===== config.mk =====
export PLATFORM = sky130hd
export DESIGN_NAME = load_store_ctrl
export DESIGN_NICKNAME = d
export VERILOG_FILES = /design/src/rtl/lsu_pkg.sv /design/src/rtl/lsu_lane_align.sv /design/src/rtl/load_store_ctrl.sv
export SDC_FILE = /design/constraint.sdc
export NUM_CORES = 1
export LEC_CHECK = 0
export BUFFER_PORTS_ARGS = -buffer_cell sky130_fd_sc_hd__buf_4
export CAP_MARGIN = 20
export CORE_ASPECT_RATIO = 0.6
export CORE_MARGIN = 2
export CORE_UTILIZATION = 47
export CTS_BUF_LIST = sky130_fd_sc_hd__clkbuf_2
export DETAILED_ROUTE_END_ITERATION = 8
export PLACE_DENSITY_LB_ADDON = 0.25
export SLEW_MARGIN = 20
export SYNTH_ARGS = -nofsm -noshare
export SYNTH_HDL_FRONTEND = slang
export SYNTH_HIERARCHICAL = 1
export SYNTH_SLANG_ARGS = --single-unit

===== constraint.sdc =====
create_clock -name clk -period 1.9 [get_ports clk]
set_clock_uncertainty 0.1 [all_clocks]
set_input_delay 0.38 -clock clk [delete_from_list [all_inputs] [get_ports clk]]
set_output_delay 0.38 -clock clk [all_outputs]
set_load 0.01 [all_outputs]

===== src/rtl/lsu_pkg.sv =====
// Shared definitions for the load/store controller: funct3 size codes,
// FSM state encoding and the default ISSUE timeout.
package lsu_pkg;

  localparam int TIMEOUT_DEF = 16;

  localparam logic [2:0] SZ_B  = 3'b000;
  localparam logic [2:0] SZ_H  = 3'b001;
  localparam logic [2:0] SZ_W  = 3'b010;
  localparam logic [2:0] SZ_BU = 3'b100;
  localparam logic [2:0] SZ_HU = 3'b101;

  typedef enum logic [1:0] {
    ST_IDLE  = 2'd0,
    ST_ISSUE = 2'd1,
    ST_DONE  = 2'd2
  } lsu_state_e;

endpackage


===== src/rtl/lsu_lane_align.sv =====
// Byte-lane steering for the load/store controller.
// Store side: byte enables and lane-replicated write data from size/offset.
// Load side: lane extraction and sign/zero extension of the returned word.
// Halfword offsets use only bit 1 and word offsets are treated as 0, so a
// misaligned access that is allowed through (LSU_MISALIGN_TRAP_EN undefined)
// lands on the enclosing aligned lanes.
module lsu_lane_align
  import lsu_pkg::*;
(
  input  logic [2:0]  st_size,
  input  logic [1:0]  st_off,
  input  logic [31:0] st_wdata,
  output logic [3:0]  st_be,
  output logic [31:0] st_wdata_rep,
  input  logic [2:0]  ld_size,
  input  logic [1:0]  ld_off,
  input  logic [31:0] ld_raw,
  output logic [31:0] ld_data
);

  logic [7:0]  ld_byte;
  logic [15:0] ld_half;

  // Byte enables and replicated data for the outgoing request
  always_comb begin
    st_be        = 4'b1111;
    st_wdata_rep = st_wdata;
    case (st_size)
      SZ_B, SZ_BU: begin
        st_be        = 4'b0001 << st_off;
        st_wdata_rep = {4{st_wdata[7:0]}};
      end
      SZ_H, SZ_HU: begin
        st_be        = st_off[1] ? 4'b1100 : 4'b0011;
        st_wdata_rep = {2{st_wdata[15:0]}};
      end
      default: ;
    endcase
  end

  // Lane select and extension of the returned memory word
  always_comb begin
    ld_byte = 8'(ld_raw >> {ld_off, 3'b000});
    ld_half = 16'(ld_raw >> {ld_off[1], 4'b0000});
    case (ld_size)
      SZ_B:    ld_data = {{24{ld_byte[7]}}, ld_byte};
      SZ_BU:   ld_data = {24'h0, ld_byte};
      SZ_H:    ld_data = {{16{ld_half[15]}}, ld_half};
      SZ_HU:   ld_data = {16'h0, ld_half};
      default: ld_data = ld_raw;
    endcase
  end

endmodule


===== src/rtl/load_store_ctrl.sv =====
// Load/store unit controller: turns one datapath request into one memory
// handshake, stalls the pipeline meanwhile and returns the extended load data.
// Build option: LSU_MISALIGN_TRAP_EN makes misaligned H/HU/W accesses fault
// instead of being forced onto aligned lanes.
//
//   state    | meaning
//   ST_IDLE  | waiting for req_valid; illegal requests go straight to ST_DONE
//   ST_ISSUE | mem_req held with registered address/data until ack or timeout
//   ST_DONE  | one-cycle done pulse (err qualifies it), then back to ST_IDLE
module load_store_ctrl
  import lsu_pkg::*;
#(
  parameter int TIMEOUT = TIMEOUT_DEF,
  parameter int ADDR_W  = 32
) (
  input  logic              clk,
  input  logic              rst_n,
  input  logic              req_valid,
  input  logic              req_store,
  input  logic [2:0]        req_size,
  input  logic [ADDR_W-1:0] req_addr,
  input  logic [31:0]       req_wdata,
  output logic              stall,
  output logic              done,
  output logic              err,
  output logic [31:0]       rdata,
  output logic              mem_req,
  output logic              mem_we,
  output logic [ADDR_W-3:0] mem_addr,
  output logic [31:0]       mem_wdata,
  output logic [3:0]        mem_be,
  input  logic              mem_ack,
  input  logic [31:0]       mem_rdata
);

  localparam int             CNT_W   = $clog2(TIMEOUT + 1);
  localparam logic [CNT_W-1:0] CNT_MAX = CNT_W'(TIMEOUT - 1);

  lsu_state_e       state;
  logic [CNT_W-1:0] cnt;
  logic [2:0]       ld_size;
  logic [1:0]       ld_off;
  logic             legal;
  logic [3:0]       st_be;
  logic [31:0]      st_wdata_rep;
  logic [31:0]      ld_data;

  lsu_lane_align u_align (
    .st_size      (req_size),
    .st_off       (req_addr[1:0]),
    .st_wdata     (req_wdata),
    .st_be        (st_be),
    .st_wdata_rep (st_wdata_rep),
    .ld_size      (ld_size),
    .ld_off       (ld_off),
    .ld_raw       (mem_rdata),
    .ld_data      (ld_data)
  );

  // Freeze the pipeline for the whole request except its completion cycle
  assign stall = req_valid && (state != ST_DONE);

  // Request legality: reserved size codes and unsigned stores fault
  always_comb begin
    case (req_size)
      SZ_B, SZ_H, SZ_W: legal = 1'b1;
      SZ_BU, SZ_HU:     legal = !req_store;
      default:          legal = 1'b0;
    endcase
`ifdef LSU_MISALIGN_TRAP_EN
    if ((req_size == SZ_H || req_size == SZ_HU) && req_addr[0])
      legal = 1'b0;
    if (req_size == SZ_W && req_addr[1:0] != 2'b00)
      legal = 1'b0;
`endif
  end

  // Controller FSM with registered memory-side and completion outputs
  always_ff @(posedge clk or negedge rst_n) begin
    if (!rst_n) begin
      state     <= ST_IDLE;
      cnt       <= '0;
      mem_req   <= 1'b0;
      mem_we    <= 1'b0;
      mem_be    <= 4'b0000;
      mem_addr  <= '0;
      mem_wdata <= '0;
      done      <= 1'b0;
      err       <= 1'b0;
      rdata     <= '0;
      ld_size   <= SZ_W;
      ld_off    <= 2'b00;
    end else begin
      case (state)
        ST_IDLE: begin
          if (req_valid) begin
            if (legal) begin
              state     <= ST_ISSUE;
              cnt       <= '0;
              mem_req   <= 1'b1;
              mem_we    <= req_store;
              mem_be    <= st_be;
              mem_addr  <= req_addr[ADDR_W-1:2];
              mem_wdata <= st_wdata_rep;
              ld_size   <= req_size;
              ld_off    <= req_addr[1:0];
            end else begin
              state <= ST_DONE;
              done  <= 1'b1;
              err   <= 1'b1;
            end
          end
        end
        ST_ISSUE: begin
          if (mem_ack) begin
            state   <= ST_DONE;
            mem_req <= 1'b0;
            mem_we  <= 1'b0;
            mem_be  <= 4'b0000;
            done    <= 1'b1;
            err     <= 1'b0;
            if (!mem_we) rdata <= ld_data;
          end else if (cnt == CNT_MAX) begin
            state   <= ST_DONE;
            mem_req <= 1'b0;
            mem_we  <= 1'b0;
            mem_be  <= 4'b0000;
            done    <= 1'b1;
            err     <= 1'b1;
          end else begin
            cnt <= cnt + CNT_W'(1);
          end
        end
        ST_DONE: begin
          state <= ST_IDLE;
          cnt   <= '0;
          done  <= 1'b0;
          err   <= 1'b0;
        end
        default: state <= ST_IDLE;
      endcase
    end
  end

endmodule


==> reports/qor.yml, run 1 <==
global_routing:
  grt_pass1_vias: 5194
  grtUsageTotal_pct: 27.2
  antenna_found_initial: 0
  grt_first_pass_wirelength_um: 27500
  grt-ovfl-total: 0
  grt_max_degree: 45
die:
  initial_core_util_pct: 47.7
  die_y_um: 89.1
  dieArea_um2: 13000
  die_width_um: 146
  num_rows: 31
  core_um2: 11900
  pin_count: 207
power:
  p_leak_nw: 4.28
  power_density_nw_per_um2: 1460
  vdd_drop_max_v: 0.000798
logic_synthesis:
  ys.flop_type: "dfrtp_1"
  syn_inst: 466
  synth_seq_cells: 114
  syn-cell-area_um2: 5680
  synth_nets: 575
  synth_seq_area_share_pct: 50.3
  syn_area_per_cell_um2: 12.2
  synth_enable_flop_cells: 0
  netlist-cell-type-count: 52
  synth_warnings: 6
  synthArstFlopShare_pct: 100
worst_hold_path:
  hold_depth: 4
  hp-class: "input port to register"
sta:
  worst_slew_pin_slew_ns: 0.486
  finalWorstSetupSlack_ns: -0.0589
  period_needed_ns: 1.96
  fmax_mhz: 510
  timing.final.max_slew_violations: 0
  relSlewSlack_pct: 67.4
  hold_viol: 0
  min_period_over_period_pct: 103
  rsz0062_at_grt: "yes"
  setup_viol: 2
clock_network:
  cts_tree: "built"
  clk_latency_ns: 0.64
  numCtsBuffers: 17
  clk_pin_slew_worst_paths_ns: 0.20
  clock_path_buffers: 2
  ctsHtreeMaxLevel: 4
  clock_sinks: 114
  cts_root_buf: "clkbuf_2"
setup_path:
  critPathLaunchType: "register"
  reg2reg_depth: 7
  path_max_fanout: 2
  critPathRequiredTime_ns: 1.42
  cp-end-kind: "output pin"
  path_class: "register to output pin"
  crit_arrival_ns: 1.48
status:
  violations: "negative setup slack"
  outcome: "complete, but fails checks"
placed_design:
  portBuffers: 206
  dpl.hpwl_um: 11800
  place.gp.congestion: 0.924
  dp_worst_setup_slack_ns: -0.136
  dp.cells: 838
route:
  drcViolationCount: 0
  wirelength_um: 18000
  vias_per_cell: 5.31
  drt_pass1_iterations: 5
  num_vias: 5138
  avgRoutedWirePerCell_um: 18.6
  ant_nets: 0
  drtIter0Drc: 408
final_layout:
  drive_gt1_share_pct: 53.7
  final_cells: 967
  area_delta_synth_final_pct: 57.7
  n_antenna_cell: 0
  finish.utilization_pct: 75.2
  fin_nets: 898
flow_run:
  maxCapViolations: 0
## power by group
part,total [mW],switching [mW],leakage [nW],internal [mW]
clock network,1.94,1.06,0.167,0.881
logic,6.76,3.01,2.73,3.74
registers,4.38,0.788,1.39,3.59
## flip-flops by register name, indices dropped and copies added (netlist names), 2 cells and up
| name | cells |
|---|---|
| ld_off | 2 |
| mem_be | 4 |
| cnt | 5 |
| ld_size | 3 |
| state | 2 |
| rdata | 32 |
| mem_addr | 30 |
| mem_wdata | 32 |
## final cells by class
| type | instances | area, um2 |
|---|---|---|
| clock inverter | 15 | 206 |
| fill | 741 | 2950 |
| clock buffer | 17 | 85.1 |
| sequential | 114 | 2860 |
| multi-input combinational | 306 | 2720 |
| tap | 165 | 206 |
| timing repair buffer | 339 | 2840 |
| inverter | 11 | 41.3 |
## Yosys cell counts (all sizes together), types with 3 or more instances
| master | n | share of area (%) |
|---|---|---|
| inv | 11 | 0.73 |
| nor2b | 4 | 0.44 |
| a22o | 5 | 0.77 |
| mux2 | 118 | 24 |
| a211oi | 21 | 2.8 |
| nand2b | 4 | 0.44 |
| buf | 23 | 2.7 |
| a21o | 10 | 1.3 |
| mux2i | 17 | 3.0 |
| o21ai | 44 | 3.9 |
| clkbuf | 12 | 0.82 |
| nor2 | 9 | 0.64 |
| ha | 5 | 1.1 |
| a21oi | 3 | 0.26 |
| nand2 | 37 | 2.4 |
| dfrtp | 113 | 50 |
## cells in the final DEF (no fill, tap or decap), types with 2 or more instances in the layout
master / n
mux2_2: 109
nand3b_1: 2
inv_6: 3
nand2_1: 37
bufinv_16: 4
buf_12: 5
o21ai_1: 16
a211oi_1: 16
ha_4: 3
a22o_1: 5
nor2_1: 7
a21o_1: 10
o211ai_1: 2
a211oi_2: 5
buf_4: 242
nand2b_1: 3
inv_1: 8
nand3_1: 2
mux2i_1: 17
buf_6: 2
o21ai_0: 25
nor3b_4: 2
dlygate4sd3_1: 90
mux2_4: 8
o21ai_2: 3
dfrtp_2: 3
nor2b_1: 3
clkinv_4: 5
dfrtp_1: 110
a21oi_1: 3
clkbuf_2: 17
o21bai_1: 2
inv_2: 3
## layer usage
layer  vias up  share of wire, %  GRT usage [%]
met2       246                47           42.7
li1       2333                 -              -
met1      2530                43           36.8
met3        29               8.1           8.52
met5         -                 0              0
met4         0               1.7           8.56
## worst paths after layout
check / start / to / slack (ns)
worst max-delay path: state[0] / stall / -0.06
worst min-delay path: mem_rdata[15] / rdata[15] / 0.08
worst max register to register: cnt[1] / err / -0.03
worst min register to register: mem_wdata[11] / mem_wdata[11] / 0.43
max in group asynchronous: rst_n / mem_addr[21] / 0.96
min in group asynchronous: rst_n / mem_wdata[12] / 0.11
## per-stage QoR
step                total power [mW]  TNS (ns)  hold slack (ns)  cell area (um2)
global route                    13.8     -1.09          0.00347             8950
CTS                             12.8    -0.163          0.00304             8860
floorplan                       7.45         0          -0.0156             5690
finish                          13.1   -0.0856           0.0785             8950
detailed placement              10.6    -0.683            0.249             7590
global placement                10.3   -0.0594            0.239             7590
## logic make-up (layout without fill, tap and decap cells)
| family | after synthesis | after routing | share of synthesized area [%] |
|---|---|---|---|
| and+or+nand+nor | 67 | 67 | 5.75 |
| DFF | 114 | 114 | 50.3 |
| muxes | 136 | 136 | 27.3 |
| adders and majority gates | 5 | 5 | 1.10 |
| AOI/OAI and AO/OA | 98 | 98 | 11.3 |
| buffers and inverters | 46 | 382 | 4.23 |
## critical path, cell delays in order, from the launching register on
cell and delay [ns]:
dfrtp_1 0.43, inv_2 0.07, ha_4 0.16, nor2_4 0.08, buf_6 0.10
## repair_timing
item,4_1_cts,5_1_grt
setup endpoints to repair,20,58
hold buffers,90,0
hold endpoints to repair,206,0
resized for setup,12,21
setup buffers,4,3
pin swaps,5,1
No activity file was read; power rests on OpenSTA's default activity.
==> inputs of run 2 (changes only) <==
--- a/config.mk
+++ b/config.mk
@@ -7,7 +7,7 @@
 export LEC_CHECK = 0
 export BUFFER_PORTS_ARGS = -buffer_cell sky130_fd_sc_hd__buf_4
 export CAP_MARGIN = 20
-export CORE_ASPECT_RATIO = 0.6
+export CORE_ASPECT_RATIO = 2
 export CORE_MARGIN = 2
 export CORE_UTILIZATION = 47
 export CTS_BUF_LIST = sky130_fd_sc_hd__clkbuf_2
==> reports/qor.yml, run 2 (synthesis gave the netlist of run 1 again) <==
die:
  num_rows: 56
  die_width_um: 81.7
  initial_core_util_pct: 48.2
  die_y_um: 159
  core_um2: 11800
  pin_count: 207
  dieArea_um2: 13000
sta:
  timing.final.max_slew_violations: 0
  hold_viol: 0
  period_needed_ns: 1.95
  fmax_mhz: 512
  worst_slew_pin_slew_ns: 0.407
  min_period_over_period_pct: 103
  rsz0062_at_grt: "yes"
  relSlewSlack_pct: 72.8
  finalWorstSetupSlack_ns: -0.0520
  setup_viol: 3
clock_network:
  clk_latency_ns: 0.63
  numCtsBuffers: 17
  clock_path_buffers: 2
  cts_tree: "built"
  ctsHtreeMaxLevel: 4
  clock_sinks: 114
  clk_pin_slew_worst_paths_ns: 0.17
  cts_root_buf: "clkbuf_2"
flow_run:
  maxCapViolations: 0
setup_path:
  r2r_end: "err"
  path_max_fanout: 3
  reg2reg_slack_ns: -0.01
  critPathRequiredTime_ns: 1.42
  reg2reg_depth: 7
  cp-end-kind: "output pin"
  r2r-start: "cnt[1]"
  critPathLaunchType: "register"
  crit_arrival_ns: 1.47
  path_class: "register to output pin"
placed_design:
  dpl.hpwl_um: 11900
  dp.cells: 813
  place.gp.congestion: 0.861
  portBuffers: 206
global_routing:
  grt-ovfl-total: 0
  grt_max_degree: 56
  grt_pass1_vias: 5708
  grtUsageTotal_pct: 27.9
  antenna_found_initial: 3
  grt_first_pass_wirelength_um: 27800
route:
  drcViolationCount: 0
  num_vias: 5056
  ant_nets: 0
  avgRoutedWirePerCell_um: 18.8
  drt_pass1_iterations: 4
  vias_per_cell: 5.37
  wirelength_um: 17700
  drtIter0Drc: 180
worst_hold_path:
  min_delay_worst_endpoint: "rdata[15]"
  hold_depth: 4
  worstHoldStart: "mem_rdata[15]"
  hp-class: "input port to register"
power:
  p_leak_nw: 4.22
  sw_frac_of_total_pct: 37.3
  p_int_mw: 7.75
  power_density_nw_per_um2: 1410
  p_switching_mw: 4.61
  pwr-share-clk_pct: 12.1
  combPwrFrac_pct: 52.8
  seq_power_share_pct: 35.2
  p_total_mw: 12.4
  vdd_drop_max_v: 0.000990
final_layout:
  layout_commonest_cell: "buf_4"
  area_delta_synth_final_pct: 54.6
  mostFrequentLayoutCells: "buf_4, dfrtp_1, mux2_2"
  final_cells: 942
  fin_nets: 892
  drive_gt1_share_pct: 51.8
  reg_top3: "mem_wdata (32), rdata (32), mem_addr (30)"
status:
  outcome: "complete, but fails checks"
  violations: "negative setup slack"
[run 2: changes by cell type in the layout (fill, tap and decap cells not counted), sizes merged]
| cell | before | now |
|---|---|---|
| clkinvlp | 1 | 2 |
| buf | 249 | 242 |
| dlygate4sd3 | 90 | 91 |
| inv | 14 | 11 |
| bufinv | 4 | 2 |
| diode | 0 | 3 |
| clkinv | 7 | 9 |
[run 2: layout make-up]
type / count / area (um2)
fillers: 773 / 2990
flip-flops and latches: 114 / 2860
repair buffers: 333 / 2810
multi-input cells: 306 / 2680
well taps: 145 / 181
clock inverters: 13 / 121
clock buffers: 17 / 85.1
inverters: 11 / 41.3
diodes: 3 / 7.51
[run 2: how the worst max path moves through the flow]
stage / startpoint / end / slack (ns) / cells past startpoint
floorplan: cnt[1] / cnt[2] / 0.006 / 7
detailed placement: cnt[0] / err / -0.12 / 7
CTS: state[1] / stall / -0.12 / 3
finish: state[1] / stall / -0.05 / 3
global placement: cnt[0] / err / -0.03 / 7
global route: state[1] / stall / -0.19 / 3
[run 2: routing by layer]
metal  GRT usage (%)  wire length (um)  vias to the layer above
met3            6.63               915                       47
li1                -                 -                     2319
met1            26.9              6020                     2491
met4            14.0               691                        0
met2            52.1             10000                      199
met5               0                 0                        -
[run 2: timing repair]
item                                    in CTS  in global routing
hold endpoints to repair                   202                  1
buffers inserted                             3                  2
endpoints found under the setup margin      15                 72
pin swaps                                    3                  6
hold buffers                                90                  1
resized for setup                            9                 14
[run 2: power by group through the flow]
stage | registers (mW) | clock network, mW | logic, mW
floorplan | 4.73 | 0 | 2.72
global placement | 4.28 | 0 | 5.96
detailed placement | 4.36 | 0 | 6.14
CTS | 4.32 | 1.54 | 6.39
global route | 4.48 | 1.65 | 6.98
finish | 4.35 | 1.49 | 6.52
[run 2: worst max-delay path, stage by stage, from the launching register on]
cell     delay [ns]
dfrtp_1        0.46
ha_4           0.19
nor2_4         0.09
buf_6          0.11
[run 2: per-stage QoR]
step | setup slack [ns] | utilization, % | area (um2) | setup TNS, ns | hold WS (ns)
2_1_floorplan | 0.00563 | - | 5690 | 0 | -0.0156
3_3_place_gp | -0.0333 | 63.9 | 7520 | -0.0592 | 0.214
3_5_place_dp | -0.121 | 63.9 | 7520 | -0.537 | 0.219
4_1_cts | -0.121 | 73.8 | 8690 | -0.175 | 0.00707
5_1_grt | -0.192 | 74.6 | 8780 | -0.610 | 0.000380
6_report | -0.0520 | 74.6 | 8780 | -0.0632 | 0.0778
